<file path="config.mk">
export PLATFORM = sky130hd
export DESIGN_NAME = scanner_link_tx
export DESIGN_NICKNAME = d
export VERILOG_FILES = /design/src/rtl/scanner_link_tx.sv
export SDC_FILE = /design/constraint.sdc
export NUM_CORES = 1
export LEC_CHECK = 0
export ABC_AREA = 1
export CAP_MARGIN = 20
export CORE_MARGIN = 8
export CORE_UTILIZATION = 45
export DETAILED_ROUTE_END_ITERATION = 12
export GPL_ROUTABILITY_DRIVEN = 0
export HOLD_SLACK_MARGIN = 0.1
export PLACE_DENSITY = 0.8
export SYNTH_ARGS = -nofsm -noshare
export SYNTH_HDL_FRONTEND = slang
export SYNTH_SLANG_ARGS = --single-unit
</file>
<file path="constraint.sdc">
create_clock -name clk -period 1.45 [get_ports clk]
set_input_delay 0.29 -clock clk [delete_from_list [all_inputs] [get_ports clk]]
set_output_delay 0.29 -clock clk [all_outputs]
set_load 0.02 [all_outputs]
</file>
<file path="src/rtl/scanner_link_tx.sv">
// rtl/scanner_link_tx.sv - scanner-to-transfer-center serial transmitter (optional: SCAN_TX_FULL_REPEAT_EN)
// Fixed 8-cycle MSB-first slots carrying threshold status codes and header+data frame pairs.
module scanner_link_tx #(
    parameter int         TH_HALF   = 50,
    parameter int         TH_80     = 80,
    parameter int         TH_90     = 90,
    parameter int         TH_FULL   = 100,
    parameter logic [7:0] IDLE_CODE = 8'd0
) (
    input  logic       clk,
    input  logic       rst,
    input  logic [6:0] fill_pct,
    input  logic       tx_valid,
    input  logic [7:0] tx_data,
    input  logic       tx_ascii,
    input  logic       peer_ready,
    output logic       tx_ready,
    output logic       serial_out,
    output logic       slot_start,
    output logic       busy
);

    typedef enum logic [1:0] {
        S_IDLE,
        S_STATUS,
        S_HDR,
        S_DATA
    } state_t;

    state_t     state_q, state_d;
    logic [2:0] bit_cnt_q, bit_cnt_d;
    logic [7:0] shreg_q, shreg_d;
    logic [7:0] data_q, data_d;
    logic [3:0] armed_q, armed_d;
    logic [3:0] pend_q, pend_d;
    logic [3:0] pend_clr;
    logic [3:0] pend_rep;
    logic [3:0] at_th;
    logic       slot_end;

    assign at_th[0] = ({1'b0, fill_pct} >= 8'(TH_HALF));
    assign at_th[1] = ({1'b0, fill_pct} >= 8'(TH_80));
    assign at_th[2] = ({1'b0, fill_pct} >= 8'(TH_90));
    assign at_th[3] = ({1'b0, fill_pct} >= 8'(TH_FULL));

    assign slot_end   = (bit_cnt_q == 3'd7);
    assign tx_ready   = slot_end && (state_q != S_HDR) && (pend_q == 4'd0) && peer_ready;
    assign serial_out = shreg_q[7];
    assign slot_start = (bit_cnt_q == 3'd0);
    assign busy       = (state_q != S_IDLE) || (pend_q != 4'd0);

    always_comb begin
        bit_cnt_d = bit_cnt_q + 3'd1;
        shreg_d   = {shreg_q[6:0], 1'b0};
        state_d   = state_q;
        data_d    = data_q;
        pend_clr  = 4'd0;
        if (slot_end) begin
            if (state_q == S_HDR) begin
                state_d = S_DATA;
                shreg_d = data_q;
            end else if (pend_q != 4'd0) begin
                state_d = S_STATUS;
                if (pend_q[0]) begin
                    shreg_d     = 8'd1;
                    pend_clr[0] = 1'b1;
                end else if (pend_q[1]) begin
                    shreg_d     = 8'd2;
                    pend_clr[1] = 1'b1;
                end else if (pend_q[2]) begin
                    shreg_d     = 8'd3;
                    pend_clr[2] = 1'b1;
                end else begin
                    shreg_d     = 8'd4;
                    pend_clr[3] = 1'b1;
                end
            end else if (tx_valid && tx_ready) begin
                state_d = S_HDR;
                shreg_d = tx_ascii ? 8'd8 : 8'd7;
                data_d  = tx_data;
            end else begin
                state_d = S_IDLE;
                shreg_d = IDLE_CODE;
            end
        end
        // A threshold is armed exactly when the fill is below it; pending latches on armed crossings.
        armed_d = ~at_th;
        pend_d  = (pend_q & ~pend_clr) | (armed_q & at_th) | pend_rep;
    end

`ifdef SCAN_TX_FULL_REPEAT_EN
    logic [3:0] rep_q, rep_d;

    always_comb begin
        rep_d    = rep_q;
        pend_rep = 4'd0;
        if (!at_th[3]) begin
            rep_d = 4'd0;
        end else if (slot_end) begin
            if (pend_clr[3]) begin
                rep_d = 4'd0;
            end else if (rep_q == 4'd15) begin
                rep_d       = 4'd0;
                pend_rep[3] = 1'b1;
            end else begin
                rep_d = rep_q + 4'd1;
            end
        end
    end

    always_ff @(posedge clk) begin
        if (rst) begin
            rep_q <= 4'd0;
        end else begin
            rep_q <= rep_d;
        end
    end
`else
    assign pend_rep = 4'd0;
`endif

    always_ff @(posedge clk) begin
        if (rst) begin
            bit_cnt_q <= 3'd0;
            state_q   <= S_IDLE;
            shreg_q   <= IDLE_CODE;
            data_q    <= 8'd0;
            armed_q   <= 4'hF;
            pend_q    <= 4'd0;
        end else begin
            bit_cnt_q <= bit_cnt_d;
            state_q   <= state_d;
            shreg_q   <= shreg_d;
            data_q    <= data_d;
            armed_q   <= armed_d;
            pend_q    <= pend_d;
        end
    end

endmodule

</file>
# Word level (Yosys, flattened, before mapping)
# Index checks and enable logic that the tools add are counted.
[word_totals]
reg_bits = 29
word_cells = 54
in_bits = 20
[classes]
order_cmp = 4
addsub = 1
eq_ne = 3
n_reduce_logical = 11
muxes = 20
n_bitwise = 8
[ops]
columns = ["op", "count"]
rows = [
  ["8-bit two-way mux", 3],
  ["7-bit greater-or-equal comparator (second input constant)", 3],
  ["4-bit two-way mux", 5],
  ["3-bit two-way mux", 4],
  ["4-bit AND", 2],
  ["2-bit two-way mux", 4],
  ["4-bit NOT", 2],
  ["7-bit by 6-bit greater-or-equal comparator with 1-bit output (second input constant)", 1],
  ["1-bit logical AND", 4],
  ["4-bit logical NOT", 1],
  ["1-bit two-way mux", 4],
  ["4-bit bitwise OR", 1],
  ["4-bit AND reduction", 1],
  ["4-bit nonzero test", 1],
  ["3-bit by 1-bit adder with 3-bit output (second input constant)", 1],
  ["3-bit equality test (second input constant)", 1],
  ["3-bit logical NOT", 1],
  ["1-bit NOT", 3],
  ["2-bit equality test (second input constant)", 1],
  ["2-bit inequality test (second input constant)", 1],
  ["2-bit nonzero test", 1],
  ["2-bit OR reduction", 1],
  ["1-bit logical OR", 1],
]

# Logic depth before layout (Yosys ltp)
# Gate-level depths: netlist (run 1).
[logic_depth]
word_depth = 9
ltp_mapped = 8

# Worst setup path before layout (run 1)
# OpenSTA, ideal clock, no wires.
[synth_timing]
kind = "flip-flop to flip-flop"
startpoint = "register bit_cnt_q[0]"
endpoint = "register data_q[1]"
arrival_time_ns = 1.533
path_buffers = 1
path_slack_ns = -0.199
period_less_slack_ns = 1.649
setup_time_ns = 0.116
path_stages_with_launch = 9
t_required_ns = 1.334
path_cell_list = "dfxtp_1 ha_1 ha_1 buf_2 nand2_4 nor3_2 nand2_2 nor2_1 nor2_1"
[synth_between]
elab_chain_len = 6
[synth_lines]
columns = ["item", "line_no", "text"]
rows = [
  ["from (decl)", "31", "logic [2:0] bit_cnt_q, bit_cnt_d;"],
  ["from (signal assigned)", "131", "bit_cnt_q <= bit_cnt_d;"],
  ["3-bit equality test", "46", "assign slot_end = (bit_cnt_q == 3'd7);"],
  ["1-bit logical AND (3 in a row)", "47", "assign tx_ready = slot_end && (state_q != S_HDR) && (pend_q == 4'd0) && peer_ready;"],
  ["net tx_ready", "17", "output logic tx_ready,"],
  ["1-bit logical AND", "77", "end else if (tx_valid && tx_ready) begin"],
  ["4-bit AND reduction (no source line)", "--", ""],
  ["to (signal assigned)", "134", "data_q <= data_d;"],
  ["to (decl)", "33", "logic [7:0] data_q, data_d;"],
]
# The timed path passes the listed nets, and every way through them passes these cells.
# A chain may end at the register's enable or synchronous reset.

# Worst setup path in the final report (run 1)
[layout_timing]
startpoint = "register bit_cnt_q[0]"
endpoint = "output tx_ready"
[layout_between]
elab_chain_len = 4
[layout_lines]
columns = ["item", "line_no"]
rows = [
  ["3-bit equality test", "46"],
  ["1-bit logical AND (3 in a row)", "47"],
  ["to (decl)", "17"],
]
# Every way passes these cells.

==> out/metrics.cfg, run 1 <==
[run_status]
status = complete, but fails checks
violations = setup timing

[final_layout]
finalNetCount = 235
fin_cells = 244
finalInstanceArea_um2 = 1890
area_growth_pct = 54.9
final_util_pct = 71.1
antenna_cells = 0
drive_above_1_share_pct = 36.2

[clocking]
clk_latency_ns = 0.33
cts_max_level = 2
cts_buffers = 5
clock-sinks = 29
clockRootBuffer = clkbuf_4
cts_tree = yes
clkTransAtPathRegs_ns = 0.08
cts_max_path_buffers = 2

[synthesis]
yosys_warnings = 0
synth-seq-cells = 29
yosys.area.top_type = dfxtp_1
synth_cell_types = 29
synth_nets = 178
synth_edf_count = 0
synthArstFlopShare_pct = 0
avgSynthCellArea_um2 = 7.88
ys_top_cells_by_count = dfxtp_1 (29), nor2_1 (27), o21ai_0 (20), inv_1 (18), nand2_1 (17)
yosys_most_used_dff = dfxtp_1
seq_area_frac_synth_pct = 47.5
synth_area_leaders = dfxtp_1 (48%), nor2_1 (8.3%), o21ai_0 (8.2%), inv_1 (5.5%), a21oi_1 (5.3%)
synthCells = 155
yosysTopAreaCellShare_pct = 47.5
yosysMostFrequentCell = dfxtp_1
synthesis.area_um2 = 1220

[sta]
slew_headroom_pct = 82.5
hold_violations = 0
whs_ns = 0.439
fin_skew_ns = 0.00525
worst_slew_pin_slew_ns = 0.260
fin_crit_ns = 1.58
fmax_ghz = 0.635
rsz0062_at_grt = true
setup_viol = 3
slew_viol_final = 0
setup_tns_ns = -0.185
fin_ws_ns = -0.126
post-route-period-util_pct = 109

[global_route]
overflow = 0
grt_max_degree = 18
antenna_found_initial = 0
track_usage_pct = 14.7
grt_pass1_vias = 1177
grt_pass1_wl_um = 5110

[min_path]
hp-class = reg2reg

[critical_path]
cp_num_buf_inv = 1
cp_data_required_time_ns = 1.16
cp_slowest_cell = dfxtp_2
arrival_ns = 1.29
cp_slowest_stage_delay_ns = 0.36
cp_top_family = flip-flops
path_max_fanout = 2
worstPathCellList = ha_4 > ha_4 > nand2_4 > nor3_4 > buf_6
crit_top_cell = ha_4
end_kind = primary output
cp-start-kind = register
path_class = reg2out

[flow_run]
maxCapViolCount = 0

[detailed_routing]
detail_route.iter0.violations = 73
drt_wl_total_um = 3170
wl_per_cell_um = 13.0
drc = 0
drtAntennaViolNets = 0
routed_via_density = 4.98
via_count = 1214
drt-pass1-iter-count = 4

[power_and_ir_drop]
powerDensity_nw_per_um2 = 846
power_leakage_nw = 0.855
total_power_mw = 1.60
irDropWorstVdd_mv = 0.700

[floorplanning]
core_um2 = 2660
num_rows = 19
initial_core_util_pct = 45.9
io_pins = 24
die_w_um = 68.1
fp.dieH_um = 68.1
dieArea_um2 = 4640

[place]
io_buffers = 22
dpl.hpwl_um = 2170
place_ws_ns = -0.471
numPlacedInstances = 228
dpl_cell_area_um2 = 1680

## path summary, 6_finish.rpt
path / from / to / slack [ns] / cells after the start
worst min register to register: armed_q[2]$_SDFF_PP1_ / pend_q[2]$_SDFF_PP0_ / 0.44 / 2
worst max register to register: bit_cnt_q[0]$_SDFF_PP0_ / shreg_q[1]$_SDFF_PP0_ / -0.01 / 10
worst min-delay path: armed_q[2]$_SDFF_PP1_ / pend_q[2]$_SDFF_PP0_ / 0.44 / 2
worst max-delay path: bit_cnt_q[0]$_SDFF_PP0_ / tx_ready / -0.13 / 5
## per-layer routing
metal  wire length (um)  up-vias  GRT usage, %
met1               1220      561          14.1
met2               1710       26          26.7
met4                 60        0          5.88
li1                   -      619             -
met3                180        8          6.55
met5                  0        -             0
## worst register-to-register path, delay by kind of cell (launching register included)
family,cells,cell delay [ns]
adders and majority gates,2,0.28
and+or+nand+nor,4,0.37
AOI/OAI and AO/OA,1,0.14
DFF,1,0.36
buffers and inverters,3,0.26
## area by class of cell
cell class                 instances  area [um2]
inverter                          20        82.6
clock buffer                       6        41.3
multi-input combinational        102         643
sequential                        29         586
tap                               31        38.8
clock inverter                     2        10.0
timing repair buffer              54         490
fill                             215         771
## flip-flops by register name (all words and copies together) (netlist names)
| register | flops |
|---|---|
| armed_q | 4 |
| bit_cnt_q | 3 |
| data_q | 8 |
| pend_q | 4 |
| shreg_q | 8 |
| state_q | 2 |
## repair_timing
action / CTS / global route
pin swaps: 7 / 12
buffers inserted: 5 / 3
gates cloned: 0 / 0
hold buffers: 0 / 0
hold endpoints to repair: 0 / 0
endpoints found under the setup margin: 20 / 20
gates resized for setup: 38 / 19
## where the power goes
part / switching [mW] / leakage (nW) / internal [mW]
Clock: 0.265 / 0.0320 / 0.184
Sequential: 0.0194 / 0.237 / 0.824
Combinational: 0.135 / 0.586 / 0.173
## cells by family (layout without fill, tap and decap cells)
kind of cell,Yosys count,in the layout,share of synthesized area [%]
simple gates,59,59,23.2
compound gates,40,40,17.6
flops,29,29,47.5
buf+inv,24,82,8.61
fa+ha+maj,3,3,3.07
## layout by cell type (no fill, tap or decap), types with 2 or more instances in the layout
cell type / Yosys / routed
nand2_2: 2 / 3
or2_2: 2 / 2
clkdlybuf4s50_1: 0 / 18
o21ai_2: 0 / 5
clkinv_2: 0 / 2
inv_1: 18 / 15
nand2_1: 17 / 15
nor2_2: 2 / 2
buf_4: 0 / 27
nand2_4: 1 / 2
ha_4: 0 / 3
o21ai_1: 0 / 5
a31oi_1: 2 / 2
buf_6: 1 / 7
o21ai_0: 20 / 10
inv_2: 1 / 3
nor2_4: 1 / 3
dfxtp_1: 29 / 25
clkbuf_4: 0 / 5
dfxtp_2: 0 / 4
nor2_1: 27 / 25
a21oi_1: 13 / 12
No activity file was read; power rests on OpenSTA's default activity.
==> run 2, diff against run 1 <==
--- a/config.mk
+++ b/config.mk
@@ -11,8 +11,10 @@
 export CORE_UTILIZATION = 45
 export DETAILED_ROUTE_END_ITERATION = 12
 export GPL_ROUTABILITY_DRIVEN = 0
+export GPL_TIMING_DRIVEN = 1
 export HOLD_SLACK_MARGIN = 0.1
 export PLACE_DENSITY = 0.8
+export SETUP_SLACK_MARGIN = 0.15
 export SYNTH_ARGS = -nofsm -noshare
 export SYNTH_HDL_FRONTEND = slang
 export SYNTH_SLANG_ARGS = --single-unit
==> run 2 against run 1 <==
Effect of this change: the flow still finishes with violations (setup timing); register-to-register slack got worse by 0.03 ns; sequential cell count unchanged; critical path type unchanged; maximum frequency increased by 0.14%; first-iteration DRC count increased by 58%; global-route usage unchanged; clock skew increased by 0.0016 ns; setup slack improved by 0.0022 ns; highest routed layer unchanged; sequential power about the same; core utilization increased by 0.75 points; final cell count unchanged; clock-buffer cell count unchanged.
==> out/metrics.cfg, run 2 (synthesized netlist as in run 1, its figures left out) <==
[global_route]
grt_max_degree = 18  ; unchanged
overflow = 0  ; unchanged
grt_pass1_wl_um = 5110  ; unchanged
antenna_found_initial = 0  ; unchanged
grt_pass1_vias = 1179  ; was 1177
track_usage_pct = 14.7  ; unchanged

[run_status]
status = complete, but fails checks  ; unchanged
violations = setup timing  ; unchanged

[critical_path]
reg2reg_from = bit_cnt_q[0]$_SDFF_PP0_  ; unchanged
cp_data_required_time_ns = 1.16  ; about the same
path_class = reg2out  ; unchanged
r2r_end = shreg_q[1]$_SDFF_PP0_  ; unchanged
cp-start-kind = register  ; unchanged
worst-r2r-cell-count = 10  ; unchanged
path_max_fanout = 2  ; unchanged
end_kind = primary output  ; unchanged
regToRegSetupSlack_ns = -0.04  ; was -0.01 ns
arrival_ns = 1.28  ; was 1.29 ns

[clocking]
clockRootBuffer = clkbuf_4  ; unchanged
clk_latency_ns = 0.33  ; about the same
cts_max_level = 2  ; unchanged
ctsHoldBuffers = 0  ; unchanged
cts_tree = yes  ; unchanged
cts_buffers = 5  ; unchanged
cts_max_path_buffers = 2  ; unchanged
clkTransAtPathRegs_ns = 0.09  ; was 0.08 ns
clock-sinks = 29  ; unchanged

[detailed_routing]
top_layer_used = met4  ; unchanged
routed_via_density = 5.02  ; was 4.98
met3_length_um = 186  ; was 180 um
drt_wl_total_um = 3320  ; was 3170 um
dr_wl_met2_um = 1770  ; was 1710 um
drtAntennaViolNets = 0  ; unchanged
via_count = 1226  ; was 1214
wl_per_cell_um = 13.6  ; was 13.0 um
detail_route.iter0.violations = 115  ; was 73
drt-pass1-iter-count = 4  ; unchanged
wl_met1_um = 1240  ; was 1220 um
drc = 0  ; unchanged

[min_path]
hold_path_end = pend_q[2]$_SDFF_PP0_  ; unchanged
min_from = armed_q[2]$_SDFF_PP1_  ; unchanged
hp-class = reg2reg  ; unchanged
hold_depth = 2  ; unchanged

[place]
dpl.hpwl_um = 2170  ; unchanged
dpl_cell_area_um2 = 1680  ; unchanged
numPlacedInstances = 228  ; unchanged
io_buffers = 22  ; unchanged
place_ws_ns = -0.471  ; unchanged

[sta]
post-route-period-util_pct = 109  ; about the same
worst_slew_pin_slew_ns = 0.222  ; was 0.260 ns
slew_headroom_pct = 85.2  ; was 82.5%
fin_skew_ns = 0.00690  ; was 0.00525 ns
fin_crit_ns = 1.57  ; was 1.58 ns
fmax_ghz = 0.635  ; about the same
fin_ws_ns = -0.124  ; was -0.126 ns
slew_viol_final = 0  ; unchanged
rsz0062_at_grt = true  ; unchanged
setup_viol = 4  ; was 3
hold_violations = 0  ; unchanged
whs_ns = 0.440  ; was 0.439 ns
setup_tns_ns = -0.210  ; was -0.185 ns

[floorplanning]
core_um2 = 2660  ; unchanged
fp.dieH_um = 68.1  ; unchanged
dieArea_um2 = 4640  ; unchanged
die_w_um = 68.1  ; unchanged
initial_core_util_pct = 45.9  ; unchanged
io_pins = 24  ; unchanged
num_rows = 19  ; unchanged

[final_layout]
finalInstanceArea_um2 = 1910  ; was 1890 um2
mostFrequentLayoutCell = buf_4  ; unchanged
mostFrequentLayoutCells = buf_4 (26), nor2_1 (25), dfxtp_1 (25)  ; was buf_4 (27), nor2_1 (25), dfxtp_1 (25)
fin_cells = 244  ; unchanged
finalNetCount = 235  ; unchanged
final_util_pct = 71.8  ; was 71.1%
reg_top3 = data_q x8, shreg_q x8  ; unchanged
area_growth_pct = 56.6  ; was 54.9%
fillers = 210  ; was 215
drive_above_1_share_pct = 37.1  ; was 36.2%
antenna_cells = 0  ; unchanged

[power_and_ir_drop]
total_power_mw = 1.62  ; was 1.60 mW
power_leakage_nw = 0.859  ; was 0.855 nW
irDropWorstVdd_mv = 0.692  ; was 0.700 mV
powerDensity_nw_per_um2 = 845  ; was 846 nW/um2

[flow_run]
maxCapViolCount = 0  ; unchanged

## run 2: changes by cell type in the layout (fill, tap and decap cells not counted)
cell,delta
o21ai_0,-4
nand2_2,-2
o21ai_1,+2
o21ai_2,+2
a22oi_1,-1
a22oi_2,+1
buf_4,-1
buf_6,+1
clkdlybuf4s15_1,+1
dlygate4sd2_1,-1
nand2_1,+1
nand2_4,+1
## run 2: worst max path at each step
stage                       startpoint                endpoint  slack (ns)  cells after the start
3_5_place_dp                peer_ready                tx_ready       -0.47                      4
2_1_floorplan  bit_cnt_q[1]$_SDFF_PP0_  data_q[1]$_SDFFE_PP0P_       -0.02                      8
6_report       bit_cnt_q[0]$_SDFF_PP0_                tx_ready       -0.12                      5
4_1_cts        bit_cnt_q[0]$_SDFF_PP0_                tx_ready       -0.14                      5
3_3_place_gp                peer_ready                tx_ready       -0.45                      4
5_1_grt        bit_cnt_q[0]$_SDFF_PP0_                tx_ready       -0.19                      5
## run 2: power breakdown
| group | internal (mW) | total [mW] | switching, mW |
|---|---|---|---|
| registers | 0.824 | 0.843 | 0.0194 |
| clock network | 0.184 | 0.454 | 0.270 |
| logic | 0.176 | 0.318 | 0.143 |
| total | 1.18 | 1.62 | 0.432 |
## run 2: cell type report
| cell class | count | area (um2) | area share, % |
|---|---|---|---|
| tap | 31 | 38.8 | 2.03 |
| timing repair buffer | 54 | 495 | 25.9 |
| inverter | 20 | 82.6 | 4.32 |
| clock buffer | 6 | 41.3 | 2.16 |
| sequential | 29 | 586 | 30.6 |
| clock inverter | 2 | 10.0 | 0.524 |
| multi-input combinational | 102 | 658 | 34.4 |
## run 2: routing by layer
| layer | GRT usage [%] | vias to the layer above |
|---|---|---|
| li1 | - | 619 |
| met1 | 14.1 | 565 |
| met2 | 26.7 | 30 |
| met3 | 6.55 | 12 |
| met4 | 5.88 | 0 |
| met5 | 0 | - |
## run 2: worst max-delay path: stages (launching register included)
cell and delay, ns:
dfxtp_2 0.36, ha_4 0.14, ha_4 0.14, nand2_4 0.05
nor3_4 0.13, buf_6 0.14
## run 2: what timing repair did
item / CTS / global route
pin swaps: 7 / 15
hold endpoints to repair: 0 / 0
gates resized for setup: 39 / 27
setup buffers: 5 / 3
endpoints found under the setup margin: 25 / 25
==> run 3, diff against run 2 <==
--- a/config.mk
+++ b/config.mk
@@ -6,6 +6,7 @@
 export NUM_CORES = 1
 export LEC_CHECK = 0
 export ABC_AREA = 1
+export ABC_CLOCK_PERIOD_IN_PS = 1450
 export CAP_MARGIN = 20
 export CORE_MARGIN = 8
 export CORE_UTILIZATION = 45
@@ -18,3 +19,4 @@
 export SYNTH_ARGS = -nofsm -noshare
 export SYNTH_HDL_FRONTEND = slang
 export SYNTH_SLANG_ARGS = --single-unit
+export TNS_END_PERCENT = 30
==> run 3 against run 2 <==
Effect of this change: the run still ends with setup timing left; clock skew rose by 0.0021 ns; critical path depth is the same; worst hold slack improved by 0.0022 ns; sequential power about the same; non-clock buffer count shrank 6; setup slack worse by 0.050 ns; combinational power fell by 14%; sequential share of layout area rose by 1.6 points; core utilization shrank 3.6 points; clock-buffer cell count grew 1; first-iteration DRC count down 36%; register-to-register slack worse by 0.08 ns; largest cell class unchanged.
==> out/metrics.cfg, run 3 (synthesized netlist as in run 1, its figures left out) <==
[run_status]
status = complete, but fails checks  ; unchanged
violations = setup timing  ; unchanged

[critical_path]
crit_top_cell = ha_4  ; unchanged
cp_slowest_stage_delay_ns = 0.36  ; about the same
path_class = reg2out  ; unchanged
cp_top_family = flip-flops  ; unchanged
cp_num_buf_inv = 1  ; unchanged
cp_data_required_time_ns = 1.16  ; about the same
worstPathCellList = ha_4 > ha_4 > nand2_4 > nor3_4 > buf_6  ; unchanged
end_kind = primary output  ; unchanged
cp-start-kind = register  ; unchanged
cp_slowest_cell = dfxtp_2  ; unchanged
arrival_ns = 1.33  ; was 1.28 ns
path_max_fanout = 2  ; unchanged

[final_layout]
reg_top3 = data_q x8, shreg_q x8  ; unchanged
finalInstanceArea_um2 = 1820  ; was 1910 um2
fin_cells = 238  ; was 244
antenna_cells = 0  ; unchanged
mostFrequentLayoutCells = nor2_1 (25), dfxtp_1 (25), buf_4 (25)  ; was buf_4 (26), nor2_1 (25), dfxtp_1 (25)
drive_above_1_share_pct = 30.4  ; was 37.1%
finalNetCount = 229  ; was 235
area_growth_pct = 48.8  ; was 56.6%
fillers = 224  ; was 210

[sta]
fin_ws_ns = -0.173  ; was -0.124 ns
post-route-period-util_pct = 112  ; was 109%
rsz0062_at_grt = true  ; unchanged
setup_viol = 18  ; was 4
slew_headroom_pct = 84.8  ; was 85.2%
fmax_ghz = 0.616  ; was 0.635 GHz
hold_violations = 0  ; unchanged
worst_slew_pin_slew_ns = 0.229  ; was 0.222 ns
fin_crit_ns = 1.62  ; was 1.57 ns
slew_viol_final = 0  ; unchanged
whs_ns = 0.442  ; was 0.440 ns
fin_skew_ns = 0.00901  ; was 0.00690 ns

[detailed_routing]
wl_per_cell_um = 12.7  ; was 13.6 um
via_count = 1159  ; was 1226
drt-pass1-iter-count = 6  ; was 4
detail_route.iter0.violations = 74  ; was 115
routed_via_density = 4.87  ; was 5.02
drtAntennaViolNets = 0  ; unchanged
drt_wl_total_um = 3030  ; was 3320 um
drc = 0  ; unchanged

[global_route]
antenna_found_initial = 0  ; unchanged
overflow = 0  ; unchanged
grt_max_degree = 18  ; unchanged
grt_pass1_vias = 1217  ; was 1179
track_usage_pct = 14.7  ; about the same
grt_pass1_wl_um = 5120  ; was 5110 um

[clocking]
clk_latency_ns = 0.33  ; about the same
cts_tree = yes  ; unchanged
clock-sinks = 29  ; unchanged
cts_max_path_buffers = 2  ; unchanged
clockRootBuffer = clkbuf_4  ; unchanged
cts_max_level = 2  ; unchanged
clkTransAtPathRegs_ns = 0.09  ; about the same
ctsHoldBuffers = 0  ; unchanged
cts_buffers = 5  ; unchanged

[floorplanning]
core_um2 = 2660  ; unchanged
die_w_um = 68.1  ; unchanged
num_rows = 19  ; unchanged
io_pins = 24  ; unchanged
dieArea_um2 = 4640  ; unchanged
initial_core_util_pct = 45.9  ; unchanged
fp.dieH_um = 68.1  ; unchanged

[place]
place_ws_ns = -0.507  ; was -0.471 ns
io_buffers = 22  ; unchanged
dpl.hpwl_um = 2290  ; was 2170 um
numPlacedInstances = 228  ; unchanged
dpl_cell_area_um2 = 1680  ; unchanged

[power_and_ir_drop]
powerDensity_nw_per_um2 = 921  ; was 845 nW/um2
power_leakage_nw = 0.821  ; was 0.859 nW
total_power_mw = 1.67  ; was 1.62 mW
irDropWorstVdd_mv = 0.939  ; was 0.692 mV

[flow_run]
maxCapViolCount = 0  ; unchanged

[min_path]
hp-class = reg2reg  ; unchanged

## run 3: changes by cell type in the layout (fill, tap and decap cells not counted), sizes merged
cell / change
buf: -6
clkbuf: +1
clkinv: -1
## run 3: worst paths after layout
| check | end | depth (start not counted) | slack [ns] | startpoint |
|---|---|---|---|---|
| hold / removal | pend_q[3]$_SDFF_PP0_ | 2 | 0.44 | armed_q[3]$_SDFF_PP1_ |
| setup reg to reg | shreg_q[0]$_SDFF_PP0_ | 9 | -0.12 | bit_cnt_q[0]$_SDFF_PP0_ |
| setup / recovery | tx_ready | 5 | -0.17 | bit_cnt_q[0]$_SDFF_PP0_ |
| hold reg to reg | pend_q[3]$_SDFF_PP0_ | 2 | 0.44 | armed_q[3]$_SDFF_PP1_ |
## run 3: final cells by class
cell class,count,area [um2],share of cell area (%)
Timing Repair Buffer,48,432,23.8
Multi-Input combinational cell,102,608,33.5
Sequential cell,29,586,32.2
Inverter,20,82.6,4.55
Tap cell,31,38.8,2.13
Clock buffer,7,65.1,3.58
Clock inverter,1,5.00,0.275
## run 3: per-stage QoR
| step | TNS [ns] | utilization (%) |
|---|---|---|
| after CTS | -1.27 | 67.8 |
| after global placement | -2.68 | 63.2 |
| after floorplan | -0.0975 | - |
| final | -1.34 | 68.2 |
| after global routing | -2.60 | 68.2 |
| after detailed placement | -3.65 | 63.2 |
## run 3: timing repair
item                                    4_1_cts  5_1_grt
endpoints found under the setup margin       25       25
buffers inserted                              1        1
endpoints found under the hold margin         0        0
cloned                                        0        0
gates resized for setup                      41        3
pin swaps                                     9        1
## run 3: worst reg2reg max path, delay by kind of cell (launching register included)
family          cells  cell delay [ns]
simple gates        2             0.23
flops               1             0.36
fa+ha+maj           2             0.27
compound gates      1             0.12
buf+inv             4             0.52
## run 3: layer usage
metal	vias to the layer above	GRT usage [%]	share of wire, %
li1	603	-	-
met1	522	14.0	39
met2	29	27.0	53
met3	5	6.87	6.5
met4	0	5.63	1.4
met5	-	0	0
## run 3: power by group
group	switching [mW]	internal, mW
Sequential	0.0192	0.824
Combinational	0.123	0.149
Clock	0.277	0.280
Total	0.420	1.25
